===== src/rtl/iso14443_2a_fdt_scheduler.sv =====
// rtl/iso14443_2a_fdt_scheduler.sv - holds PICC Tx off until an ISO/IEC 14443-3 FDT grid slot, then passes the frame through
module iso14443_2a_fdt_scheduler #(
  parameter int MIN_N        = 9,
  parameter int MAX_N        = 16,
  parameter int LATENCY_COMP = 3
) (
  input  logic clk,
  input  logic rst_n,
  input  logic pause_n_synchronised,
  input  logic rx_eoc,
  input  logic rx_error,
  input  logic rx_last_bit,
  input  logic up_tx_req,
  input  logic up_tx_data,
  input  logic up_tx_last,
  output logic up_tx_ready,
  output logic tx_req,
  output logic tx_data,
  output logic tx_last,
  input  logic tx_ready,
  output logic fdt_timeout,
  output logic sched_active
);

  localparam int              SW       = $clog2(MAX_N + 1);
  localparam logic [SW-1:0]   SLOT_MIN = SW'(MIN_N);
  localparam logic [SW-1:0]   SLOT_MAX = SW'(MAX_N);
  localparam logic [6:0]      COMP     = 7'(LATENCY_COMP);

  typedef enum logic [1:0] {
    IDLE     = 2'd0,
    COUNTING = 2'd1,
    SEND     = 2'd2
  } state_t;

  state_t          state;
  state_t          state_nxt;
  logic            pause_prev;
  logic [6:0]      fine;
  logic [SW-1:0]   slot;
  logic [6:0]      offset;
  logic [6:0]      trig;
  logic            pause_rise;
  logic            pause_fall;
  logic            slot_hit;

  assign pause_rise   = pause_n_synchronised & ~pause_prev;
  assign pause_fall   = ~pause_n_synchronised & pause_prev;
  assign trig         = offset - COMP;
  assign slot_hit     = (fine == trig) && (slot >= SLOT_MIN) && (state == COUNTING);
  assign sched_active = (state == COUNTING) || (state == SEND);

  // Remember the previous pause level for edge detection.
  always_ff @(posedge clk or negedge rst_n) begin
    if (!rst_n) pause_prev <= 1'b1;
    else        pause_prev <= pause_n_synchronised;
  end

  // Free-running fine/slot time base, restarted at the end of each pause while idle.
  always_ff @(posedge clk or negedge rst_n) begin
    if (!rst_n) begin
      fine <= '0;
      slot <= '0;
    end else if (state == IDLE && pause_rise) begin
      fine <= '0;
      slot <= '0;
    end else begin
      fine <= fine + 7'd1;
      if (fine == 7'd127 && slot != SLOT_MAX) slot <= slot + 1'b1;
    end
  end

  // Latch the FDT offset chosen by the last received data bit.
  always_ff @(posedge clk or negedge rst_n) begin
    if (!rst_n)                         offset <= 7'd84;
    else if (rx_eoc && state != SEND)   offset <= rx_last_bit ? 7'd84 : 7'd20;
  end

  // State register.
  always_ff @(posedge clk or negedge rst_n) begin
    if (!rst_n) state <= IDLE;
    else        state <= state_nxt;
  end

  // Next state and gated Tx passthrough; the first bit is offered combinationally on the slot.
  always_comb begin
    state_nxt   = state;
    tx_req      = 1'b0;
    tx_data     = 1'b0;
    tx_last     = 1'b0;
    up_tx_ready = 1'b0;
    fdt_timeout = 1'b0;
    case (state)
      IDLE: begin
        if (rx_eoc && !rx_error) state_nxt = COUNTING;
      end
      COUNTING: begin
        if (pause_fall) begin
          state_nxt = IDLE;
        end else if (slot_hit) begin
          if (up_tx_req) begin
            tx_req      = 1'b1;
            tx_data     = up_tx_data;
            tx_last     = up_tx_last;
            up_tx_ready = tx_ready;
            // A single-bit frame accepted right on the slot is already complete.
            state_nxt   = (tx_ready && up_tx_last) ? IDLE : SEND;
          end else if (slot == SLOT_MAX) begin
            fdt_timeout = 1'b1;
            state_nxt   = IDLE;
          end
        end
      end
      SEND: begin
        tx_req      = up_tx_req;
        tx_data     = up_tx_data;
        tx_last     = up_tx_last;
        up_tx_ready = tx_ready;
        if (up_tx_req && tx_ready && up_tx_last) state_nxt = IDLE;
      end
      default: state_nxt = IDLE;
    endcase
  end

endmodule


===== config.mk =====
export PLATFORM = sky130hd
export DESIGN_NAME = iso14443_2a_fdt_scheduler
export DESIGN_NICKNAME = d
export VERILOG_FILES = /design/src/rtl/iso14443_2a_fdt_scheduler.sv
export SDC_FILE = /design/constraint.sdc
export NUM_CORES = 1
export LEC_CHECK = 0
export BUFFER_PORTS_ARGS = -buffer_cell sky130_fd_sc_hd__buf_2
export CAP_MARGIN = 10
export CELL_PAD_IN_SITES_DETAIL_PLACEMENT = 1
export CELL_PAD_IN_SITES_GLOBAL_PLACEMENT = 1
export CORE_UTILIZATION = 45
export DETAILED_ROUTE_END_ITERATION = 10
export PLACE_DENSITY = 0.94
export SYNTH_ARGS = -nofsm -noshare
export SYNTH_HDL_FRONTEND = slang
export SYNTH_SLANG_ARGS = --single-unit

===== constraint.sdc =====
create_clock -name clk -period 5.6 [get_ports clk]
set_clock_uncertainty 0.2 [all_clocks]
set_input_delay 0 -clock clk [delete_from_list [all_inputs] [get_ports clk]]
set_output_delay 0 -clock clk [all_outputs]
set_load 0.01 [all_outputs]

## Word-level counts from Yosys, hierarchy flattened

Cells that the tools add are included.

| word-level totals | value |
|---|---|
| register bits after elaboration | 22 |
| latch bits | 0 |
| memory bits (writable) | 0 |
| ROM bits | 0 |
| bits of input ports | 10 |
| output and inout bits | 6 |
| word-level logic and storage cells | 71 |
| memories kept | 0 |

| cells by class | value |
|---|---|
| $add $sub $neg | 3 |
| multipliers | 0 |
| div/mod/pow operators | 0 |
| $lt $le $gt $ge | 1 |
| equality and inequality tests | 11 |
| shift-type cells | 0 |
| multiplexer cells | 33 |
| bitwise operators | 4 |
| reductions and logical operators | 14 |

Operators by type and width:

| operator | count |
|---|---|
| 2-to-1 mux 1 bit | 17 |
| 2-to-1 mux 2 bit | 7 |
| 2-to-1 mux 7 bit | 2 |
| 2-to-1 mux 5 bit | 2 |
| logical AND 1 bit | 9 |
| one-hot mux 1 bit (2 select lines) | 4 |
| adder 7 x 1 -> 7 bit (second input constant) | 1 |
| equality test 7 bit | 1 |
| equality test 7 bit (second input constant) | 1 |
| subtractor 7 x 2 -> 7 bit (second input constant) | 1 |
| one-hot mux 2 bit (3 select lines) | 1 |
| adder 5 x 1 -> 5 bit (second input constant) | 1 |
| equality test 5 bit (second input constant) | 1 |
| greater-or-equal comparator 5 x 4 -> 1 bit (second input constant) | 1 |
| inequality test 5 bit (second input constant) | 1 |
| inequality test 2 x 1 -> 1 bit (second input constant) | 2 |
| inequality test 4 x 3 -> 1 bit (second input constant) | 1 |
| AND reduction 4 bit | 1 |
| inequality test 3 bit (second input constant) | 1 |
| AND 1 bit | 2 |
| equality test 2 x 1 -> 1 bit (second input constant) | 1 |
| equality test 2 bit (second input constant) | 1 |
| zero test 2 bit | 1 |
| inequality test 2 bit (second input constant) | 1 |
| other kinds (4) | 5 |

## Longest topological paths before layout

Gate-level depths: netlist of run 1.

| logic depth | value |
|---|---|
| depth in word-level cells | 7 |
| depth in mapped cells | 6 |
| gate-level depth less buffers | 6 |

## Worst setup path before layout of run 1

OpenSTA, ideal clock, no wires.

| timing | value |
|---|---|
| path type | reg-to-reg |
| from | register fine[1] |
| to | register state[1] |
| setup time | 0.128 ns |
| arrival | 1.682 ns |
| required time | 5.272 ns |
| slack | 3.590 ns |
| stages on the path, launching flop included | 7 |
| buffers on the path | 0 |
| period minus slack after synthesis | 2.010 ns |
| path through | dfrtp_1 inv_1 ha_1 or4b_4 a2111oi_4 a311o_1 o31ai_2 |

| on the way | value |
|---|---|
| word-level cells in the longest chain between the ends | 5 |

RTL lines:

| item | RTL line | source |
|---|---|---|
| start: declaration | 39 | `logic [6:0] fine;` |
| start signal: assignment | 68 | `fine <= fine + 7'd1;` |
| equality test 7 bit | 50 | `assign slot_hit = (fine == trig) && (slot >= SLOT_MIN) && (state == COUNTING);` |
| logical AND 1 bit (2 in a row) | 50 |  |
| inequality test 3 bit (no line) | n/a |  |
| AND reduction 4 bit (no line) | n/a |  |
| end signal: assignment | 82 | `else state <= state_nxt;` |
| end: declaration | 36 | `state_t state;` |

No other way between the ends.
A chain may end at the register's enable or synchronous reset.

## Worst setup path after layout of run 1

| timing | value |
|---|---|
| from | register fine[1] |
| to | output tx_req |

| on the way | value |
|---|---|
| word-level cells in the longest chain between the ends | 6 |

RTL lines:

| item | RTL line | source |
|---|---|---|
| equality test 7 bit | 50 |  |
| logical AND 1 bit (2 in a row) | 50 |  |
| 2-to-1 mux 1 bit | 100 | `end else if (slot_hit) begin` |
| 2-to-1 mux 1 bit | 98 | `if (pause_fall) begin` |
| one-hot mux 1 bit (2 select lines) | 93 | `case (state)` |
| end: declaration | 17 | `output logic tx_req,` |

No other way between the ends.

==> run_results.csv, run 1 <==
group,metric,value,unit
cts,clk_path_buf_depth,2,
global_routing,grt_usage,25.7,%
worst_setup_path,r2r_end,"state[0]$_DFFE_PN0P_",
route,routed_via_density,5.56,
route,wl_per_cell,16.8,um
hold_path,hp-class,"primary input to flop",
cts,clk_pin_slew_worst_paths,100,ps
synthesis,synth_edf_count,0,
cts,cts_tree,"done",
synthesis,synth.avg_cell_area,9.59,um^2
floorplan,ios,16,
final_layout,nets,152,
status,status,"completed",
synthesis,synth_top_area_share,34.8,%
timing,final_hold_viol_count,0,
timing,period_share,44.5,%
floorplan,die_area,0.00243,mm^2
timing,holdWs,68.7,ps
synthesis,synthesis.area,0.00101,mm^2
worst_setup_path,worstSetupStartpoint,"fine[1]$_DFF_PN0_",
floorplan,dieWidth,49.3,um
route,drt.antenna.violating_nets,0,
worst_setup_path,path_max_fanout,5,
global_routing,grt_pass1_wl,4630,um
cts,clk-insertion-delay-late,290,ps
synthesis,yosysSeqAreaShare,40.0,%
timing,setup_tns,0,ps
placed_design,numPortBuffers,15,
worst_setup_path,crit_required,5400,ps
power,leakagePower,0.545,nW
synthesis,synthArstFlopShare,100,%
power,power,367,uW
worst_setup_path,r2r.worst_path.cells,6,
power,p_per_area,294,mW/mm^2
cts,cts_root_buf,"clkbuf_4",
synthesis,syn_nets,123,
worst_setup_path,crit_type,"flop to primary output",
synthesis,yosysWarnings,0,
route,vias,889,
floorplan,core-area,0.00204,mm^2
worst_setup_path,r2r_slack,3390,ps
timing,drv_slew,0,
power,ir_drop,0.195,mV
global_routing,grt.overflow.total,0,
route,drt-initial-drc-count,12,
global_routing,antenna_found_initial,0,
worst_setup_path,endpoint_kind,"primary output",
hold_path,holdCritStartpoint,"rx_eoc",
route,drtPass1Iterations,4,
timing,rsz0062_at_grt,"no",
timing,worst_pin_slew,679,ps
synthesis,syn_inst,105,
timing,max_freq,401,MHz
synthesis,synth_top_area_cell,"dfrtp_1",
worst_setup_path,crit_path_start_kind,"flop",
worst_setup_path,arrival,2290,ps
route,drc,0,
timing,final.min_clock_period,2490,ps
worst_setup_path,reg2reg_from,"fine[1]$_DFF_PN0_",
synthesis,synth.distinct_cells,36,
floorplan,rows,16,
cts,cts.sinks,16,
cts,cts_buffers,3,
placed_design,gp_congestion,0.859,
floorplan,die_h,49.3,um
synthesis,synth-seq-cells,16,
hold_path,min_to,"state[1]$_DFFE_PN0P_",
timing,relSlewSlack,54.6,%
timing,final-setup-viol-count,0,
job,drv_cap,0,
cts,htreeDepth,1,
final_layout,syn2layout_area_growth,24.0,%
floorplan,start_util,49.3,%
global_routing,grt_max_degree,15,
final_layout,drive_gt1_share,21.1,%
synthesis,synth_top_flop_cell,"dfrtp_1",
final_layout,diodes,0,
global_routing,grt_pass1_vias,975,
route,routed_wl,2680,um
hold_path,whs_path_depth,5,
synthesis,synth.area.top_cells,"dfrtp_1 35%, ha_1 9.9%, dfstp_2 5.2%",
placed_design,dp.final_hpwl,1780,um
[timing repair]
item | in CTS | in global routing
hold buffers | 10 | 0
buffers inserted | 0 | 0
hold endpoints to repair | 20 | 0
gates resized for setup | 0 | 0
[kinds of logic (layout without fill, tap and decap cells)]
logic type | after synthesis | count (layout) | share of synthesized area [%]
adder cells (fa/ha/maj) | 8 | 8 | 9.94
buffers and inverters | 9 | 37 | 3.35
AND/OR/NAND/NOR | 46 | 46 | 24.1
AO/OA/AOI/OAI | 18 | 18 | 15.3
XOR/XNOR | 6 | 6 | 5.22
flip-flops | 16 | 16 | 40.0
multiplexers | 2 | 2 | 2.11
[cells in the mapped netlist, types with 2 or more instances]
master    number
ha_1           8
inv_1          8
dfstp_2        2
xnor2_1        2
nand3_1        5
nor2b_1        2
xor2_1         4
a22oi_1        2
nand4_1        2
nor2_1        12
or3_1          3
nand2_1       12
a21oi_1        4
o21ai_0        3
nand2b_1       2
dfrtp_1       14
[metrics by stage]
step	cell area, um^2	cells	util, %	worst slack (ps)
after floorplan	1010	105	-	3590
after global placement	1110	146	54.5	3500
after detailed placement	1110	146	54.5	3430
after CTS	1250	160	61.2	3110
after global routing	1250	160	61.2	2970
final	1250	160	61.2	3110
[worst max path at each step]
| stage | slack, ps | to |
|---|---|---|
| after floorplan | 3590 | state[1]$_DFFE_PN0P_ |
| after global placement | 3500 | state[1]$_DFFE_PN0P_ |
| after detailed placement | 3430 | state[0]$_DFFE_PN0P_ |
| after CTS | 3110 | tx_data |
| after global routing | 2970 | tx_last |
| final | 3110 | tx_req |
[metal layers]
metal / part of all wire (%) / track usage [%] / wire, um
met5: 0 / 0 / 0
met4: 0.71 / 4.41 / 19
met3: 3.1 / 5.92 / 83
met2: 55 / 47.9 / 1470
met1: 41 / 29.6 / 1110
[state kept, by name, indices dropped and copies added (netlist names)]
register and count:
pause_prev 1, offset 1, fine 7, slot 5, state 2
[worst max-delay path, cell delays in order, from the launching register on]
cell,delay (ps)
dfrtp_1,420
inv_1,60
ha_1,120
or4b_4,470
a2111oi_4,460
a31oi_2,210
nor2_1,130
buf_2,140
[cell usage in the layout, fill, tap and decap left out, types with 2 or more instances in the layout]
cell type      instances
nand3_1                5
dfstp_2                2
xnor2_1                2
clkbuf_4               3
nand2_1               12
xor2_1                 4
inv_1                  8
nor2b_1                2
or3_1                  3
nand2b_1               2
dfrtp_1               14
nand4_1                2
nor2_1                12
ha_1                   8
a22oi_1                2
dlygate4sd3_1         10
o21ai_0                3
a21oi_1                4
buf_2                 15
[final cells by class]
| type | count | area (um^2) |
|---|---|---|
| fillers | 253 | 793 |
| flip-flops and latches | 16 | 403 |
| repair buffers | 25 | 175 |
| multi-input cells | 80 | 571 |
| inverters | 8 | 30.0 |
| clock buffers | 4 | 36.3 |
| well taps | 27 | 33.8 |
[power breakdown]
group,internal (mW),switching [mW],leakage (nW)
Clock,0.0396,0.0382,0.0210
Sequential,0.139,0.0275,0.209
Combinational,0.0548,0.0676,0.316
Total,0.233,0.133,0.545
No activity file was read; power rests on OpenSTA's default activity.
==> run 2, diff against run 1 <==
- CORE_UTILIZATION: 45 -> 38
- PLACE_DENSITY: 0.94 -> 0.86
- clock period: 5.6 -> 2.02 ns (I/O delays scaled with it)
==> run_results.csv, run 2 (synthesized netlist as in run 1, its figures left out) <==
group,metric,value,unit
floorplan,rows,18,
floorplan,dieWidth,53.5,um
power,swShare,38.9,%
global_routing,grt_usage,28.0,%
cts,cts_root_buf,"clkbuf_4",
final_layout,design_area,0.00150,mm^2
global_routing,antenna_found_initial,0,
global_routing,grt_pass1_wl,5430,um
timing,rsz0062_at_grt,"yes",
final_layout,diodes,0,
placed_design,gp_congestion,0.878,
floorplan,die_area,0.00286,mm^2
timing,max_freq,384,MHz
worst_setup_path,endpoint_kind,"primary output",
power,combPwrFrac,43.8,%
placed_design,dp_cells,162,
floorplan,core-area,0.00250,mm^2
final_layout,syn2layout_area_growth,48.7,%
cts,clk_path_buf_depth,2,
route,drc,0,
timing,setup_tns,-3330,ps
worst_setup_path,r2r.worst_path.cells,8,
power,p_clk_share,19.7,%
global_routing,grt.overflow.total,0,
global_routing,grt_pass1_vias,1062,
timing,worst_pin_slew,733,ps
route,drt-initial-drc-count,12,
worst_setup_path,crit_required,1820,ps
worst_setup_path,path_max_fanout,3,
placed_design,place_area,0.00121,mm^2
timing,final.min_clock_period,2610,ps
floorplan,die_h,53.5,um
placed_design,numPortBuffers,15,
cts,cts.sinks,16,
worst_setup_path,r2r_slack,-320,ps
hold_path,hp-class,"primary input to asynchronous set/reset pin",
timing,period_share,129,%
power,power.switching,472,uW
worst_setup_path,reg2reg_from,"fine[1]$_DFF_PN0_",
final_layout,final_cell_mix,"17 x buf_4, 15 x buf_2, 13 x dfrtp_1",
cts,clk-insertion-delay-late,300,ps
final_layout,post-route-util,59.9,%
cts,clk_pin_slew_worst_paths,110,ps
final_layout,drive_gt1_share,40.1,%
worst_setup_path,arrival,2410,ps
final_layout,fill_cells,287,
final_layout,final_common_cell,"buf_4",
route,drtPass1Iterations,4,
placed_design,dp.final_hpwl,2040,um
global_routing,grt_max_degree,15,
route,routed_wl,4200,um
status,status,"finished, violations left",
route,vias,1061,
status,violations,"negative setup slack",
final_layout,largest_register,"fine",
route,routed_via_density,5.83,
cts,htreeDepth,1,
route,wl_per_cell,23.0,um
power,ir_drop,0.861,mV
job,drv_cap,0,
timing,final_hold_viol_count,0,
cts,cts_tree,"done",
floorplan,ios,16,
power,leakagePower,0.664,nW
timing,relSlewSlack,51.0,%
power,p_per_area,811,mW/mm^2
final_layout,fin_cells,182,
power,internal-power,742,uW
final_layout,top_regs,"fine x7, slot x5, state x2",
timing,final-setup-viol-count,10,
timing,drv_slew,0,
floorplan,start_util,40.3,%
worst_setup_path,r2r_end,"state[1]$_DFFE_PN0P_",
worst_setup_path,crit_type,"flop to primary output",
timing,setup_slack,-587,ps
final_layout,largest_reg_flops,7,
cts,cts_buffers,3,
power,seq_power_share,36.5,%
worst_setup_path,crit_path_start_kind,"flop",
route,drt.antenna.violating_nets,0,
final_layout,nets,171,
-- run 2: changes by cell type in the layout (fill, tap and decap cells not counted), sizes merged --
cell and change:
buf +19
-- run 2: metrics by stage --
| step | power, mW | hold slack (ps) | worst slack (ps) |
|---|---|---|---|
| 3_5_place_dp | 0.870 | -268 | -234 |
| 5_1_grt | 1.26 | 10.5 | -628 |
| 6_report | 1.21 | 23.8 | -587 |
| 4_1_cts | 1.13 | 27.0 | -510 |
| 3_3_place_gp | 0.836 | -269 | -69.7 |
| 2_1_floorplan | 0.671 | -496 | 9.79 |
-- run 2: worst max-delay path, cell delays in order, from the launching register on --
cell       delay [ps]
dfrtp_1           420
inv_1              80
ha_2              170
or4b_4            480
a2111oi_4         380
buf_4             190
nand2_4            60
nor3_2            150
buf_2             170
-- run 2: power by group through the flow --
stage,registers (mW),logic (mW),clock network (mW)
after floorplan,0.442,0.229,0
after global placement,0.436,0.400,0
after detailed placement,0.440,0.431,0
after CTS,0.431,0.474,0.226
after global routing,0.445,0.559,0.253
final,0.443,0.531,0.240
-- run 2: how the worst max path moves through the flow --
| stage | start | to | depth (start not counted) |
|---|---|---|---|
| after floorplan | fine[1]$_DFF_PN0_ | state[1]$_DFFE_PN0P_ | 6 |
| final | fine[1]$_DFF_PN0_ | fdt_timeout | 8 |
| after global routing | fine[1]$_DFF_PN0_ | up_tx_ready | 7 |
| after global placement | fine[1]$_DFF_PN0_ | state[1]$_DFFE_PN0P_ | 6 |
| after detailed placement | fine[1]$_DFF_PN0_ | up_tx_ready | 7 |
| after CTS | fine[1]$_DFF_PN0_ | up_tx_ready | 7 |
-- run 2: repair_timing --
action,CTS,global route
gates resized for setup,5,17
hold buffers,10,0
pin swaps,7,9
buffers inserted,4,6
gates cloned,0,0
setup endpoints to repair,8,12
hold endpoints to repair,20,0
-- run 2: metal layers --
layer  wire length (um)  track usage, %  share of wire, %  up-vias
met5                  0               0                 0        -
met1               1480            31.5                35      530
li1                   -               -                 -      463
met2               2250            53.1                54       50
met3                268            6.32               6.4       18
met4                189            4.82               4.5        0
-- run 2: final cells by class --
class                   count  area (um^2)  area share (%)
clock buffers               4         36.3            2.42
inverters                   8         32.5            2.17
multi-input cells          80          662            44.2
flip-flops and latches     16          404            27.0
well taps                  30         37.5            2.51
repair buffers             44          325            21.7
==> run 3, diff against run 2 <==
- ABC_AREA: not set -> 1
- CORE_UTILIZATION: 38 -> 36
- RECOVER_POWER: not set -> 50
==> run_results.csv, run 3 <==
group,metric,value,unit
final_layout,largest_reg_flops,7,
timing,final-setup-viol-count,5,
final_layout,final_common_cell,"nand2_1",
hold_path,hp-class,"primary input to primary output",
final_layout,nets,185,
global_routing,grt_max_degree,15,
timing,max_freq,458,MHz
cts,cts_root_buf,"clkbuf_4",
floorplan,die_area,0.00298,mm^2
final_layout,diodes,0,
route,wl_per_cell,15.5,um
cts,cts_buffers,3,
timing,worst_pin_slew,713,ps
worst_setup_path,critical_path.top_delay_family,"simple AND/OR/NAND/NOR gates",
power,internal-power,748,uW
worst_setup_path,crit_top_cell,"nor2_2",
final_layout,fin_cells,196,
synthesis,synthArstFlopShare,100,%
synthesis,synthesis.area,996,um^2
worst_setup_path,arrival,1980,ps
worst_setup_path,critPathMaxStageDelay,400,ps
power,p_per_area,985,mW/mm^2
cts,clk_path_buf_depth,2,
power,power.switching,553,uW
synthesis,synth_top_flop_cell,"dfrtp_1",
global_routing,grt_usage,20.6,%
final_layout,design_area,0.00132,mm^2
final_layout,top_regs,"fine x7, slot x5, state x2",
global_routing,grt_util_met2,39.2,%
worst_setup_path,crit_path_start_kind,"flop",
route,routed_via_density,5.01,
cts,htreeDepth,1,
synthesis,synth_compound_area_share,8.42,%
placed_design,dp_cells,177,
status,violations,"negative setup slack",
global_routing,top_usage_layer,"met2",
timing,final_hold_viol_count,0,
timing,period_share,108,%
power,ir_drop,0.552,mV
job,drv_cap,0,
timing,setup_slack,-161,ps
final_layout,syn2layout_area_growth,32.7,%
synthesis,yosys-top-cells-count,"28 x nand2_1, 22 x inv_1, 21 x nor2_1",
final_layout,fill_cells,307,
cts,cts.sinks,16,
synthesis,yosysWarnings,0,
timing,holdWs,96.9,ps
power,leakagePower,0.689,nW
timing,relSlewSlack,52.3,%
route,drt-initial-drc-count,15,
global_routing,grt_util_met1,23.7,%
placed_design,gp_congestion,0.768,
synthesis,synthSimpleGateAreaFrac,28.9,%
global_routing,grt.overflow.total,0,
final_layout,drive_gt1_share,22.9,%
floorplan,rows,18,
final_layout,final_cell_mix,"27 x nand2_1, 21 x inv_1, 16 x nor2_1",
floorplan,start_util,39.1,%
placed_design,numPortBuffers,15,
timing,drv_slew,0,
synthesis,synth-xor-area-share,3.52,%
placed_design,dp.final_hpwl,1840,um
synthesis,synth_edf_count,0,
placed_design,place_area,0.00111,mm^2
worst_setup_path,path_max_fanout,4,
synthesis,syn_nets,150,
route,drt.antenna.violating_nets,0,
cts,clk-insertion-delay-late,300,ps
synthesis,synth-seq-cells,16,
timing,final.min_clock_period,2180,ps
global_routing,grt_pass1_wl,4310,um
synthesis,synth.distinct_cells,18,
cts,clk_pin_slew_worst_paths,120,ps
power,seq_power_share,37.7,%
synthesis,synth_top_area_cell,"dfrtp_1",
global_routing,met3_usage,2.78,%
route,drc,0,
power,p_clk_share,18.1,%
synthesis,syn_inst,132,
route,vias,981,
synthesis,synth_top_family_by_area,"simple AND/OR/NAND/NOR gates",
cts,cts_tree,"done",
synthesis,synth.area.top_cells,"dfrtp_1 35%, nand2_1 11%, ha_1 10%",
synthesis,yosysSeqAreaShare,40.5,%
route,routed_wl,3030,um
global_routing,antenna_found_initial,0,
final_layout,largest_register,"fine",
floorplan,dieWidth,54.6,um
global_routing,grt_pass1_vias,1019,
power,swShare,42.5,%
worst_setup_path,crit_type,"flop to primary output",
status,status,"finished, violations left",
floorplan,ios,16,
synthesis,post_synth_mux_area_share,0,%
synthesis,synth.avg_cell_area,7.55,um^2
synthesis,synth_fa_ha_area_share,10.1,%
power,power,1.30,mW
floorplan,die_h,54.6,um
synthesis,synth_most_common_cell,"nand2_1",
worst_setup_path,cp_cell_sequence,"inv_1 -> ha_2 -> inv_2 -> nor2_4 -> nand3_2 -> nor2_2 -> nand2_1 -> o21bai_1 -> nand2_2 -> nor2_2 -> buf_2",
route,drtPass1Iterations,4,
worst_setup_path,crit_buf_inv,3,
worst_setup_path,crit_required,1820,ps
worst_setup_path,worst_path_max_delay_cell,"dfrtp_1",
timing,rsz0062_at_grt,"yes",
worst_setup_path,endpoint_kind,"primary output",
synthesis,synth_top_area_share,35.2,%
floorplan,core-area,0.00254,mm^2
power,combPwrFrac,44.2,%
## run 3: cell count changes after synthesis, moves of 3 or more
cell | previous run | this run
nand3_1 | 5 | 13
o21ai_0 | 3 | 8
or3_1 | 3 | 0
inv_1 | 8 | 22
nor2_1 | 12 | 21
nand2_1 | 12 | 28
## run 3: area by class of cell
type | instances | area [um^2] | area share [%]
multi-input cells | 93 | 549 | 41.6
flip-flops and latches | 16 | 403 | 30.5
repair buffers | 30 | 209 | 15.8
inverters | 23 | 86.3 | 6.53
well taps | 30 | 37.5 | 2.84
clock buffers | 4 | 36.3 | 2.75
## run 3: per-stage QoR
| stage | utilization, % | setup slack, ps | TNS (ps) |
|---|---|---|---|
| after floorplan | - | 487 | 0 |
| after global placement | 43.6 | 229 | 0 |
| after detailed placement | 43.6 | 157 | 0 |
| after CTS | 49.9 | 5.92 | 0 |
| after global routing | 51.9 | -250 | -1050 |
| final | 51.9 | -161 | -616 |
## run 3: worst min-delay path, stage by stage
cell	delay (ps)
buf_2	100
inv_1	40
nor2_1	30
buf_2	130
## run 3: power groups by stage
stage | logic (mW) | clock network (mW) | registers [mW]
detailed placement | 0.435 | 0 | 0.508
finish | 0.575 | 0.236 | 0.491
global route | 0.646 | 0.249 | 0.506
CTS | 0.513 | 0.233 | 0.485
floorplan | 0.321 | 0 | 0.482
global placement | 0.413 | 0 | 0.500
## run 3: worst paths after layout
path                            slack, ps  depth (start not counted)                     to                  from
worst min register to register        340                          2   state[0]$_DFFE_PN0P_  state[0]$_DFFE_PN0P_
worst min-delay path                  100                          4                tx_data            up_tx_data
worst max register to register        130                          6  offset[6]$_DFFE_PN1P_  state[1]$_DFFE_PN0P_
worst max-delay path                 -160                         11                tx_last     fine[1]$_DFF_PN0_
max in group asynchronous             560                          3    slot[4]$_DFFE_PN0P_                 rst_n
min in group asynchronous             560                          3  offset[6]$_DFFE_PN1P_                 rst_n
## run 3: cell families after synthesis
family	after synthesis
buffers and inverters	23
flip-flops	16
AND/OR/NAND/NOR	67
adder cells (fa/ha/maj)	8
AO/OA/AOI/OAI	14
XOR/XNOR	4
## run 3: metal layers
metal,vias to the layer above,wire length (um)
li1,482,-
met1,484,1270
met2,9,1650
met3,6,72
met4,0,43
met5,-,0
## run 3: what timing repair did
action	CTS	global route
pin swaps	0	5
cloned	0	0
buffers inserted	3	2
hold endpoints to repair	20	0
resized for setup	1	12
endpoints found under the setup margin	4	6
hold buffers	10	0
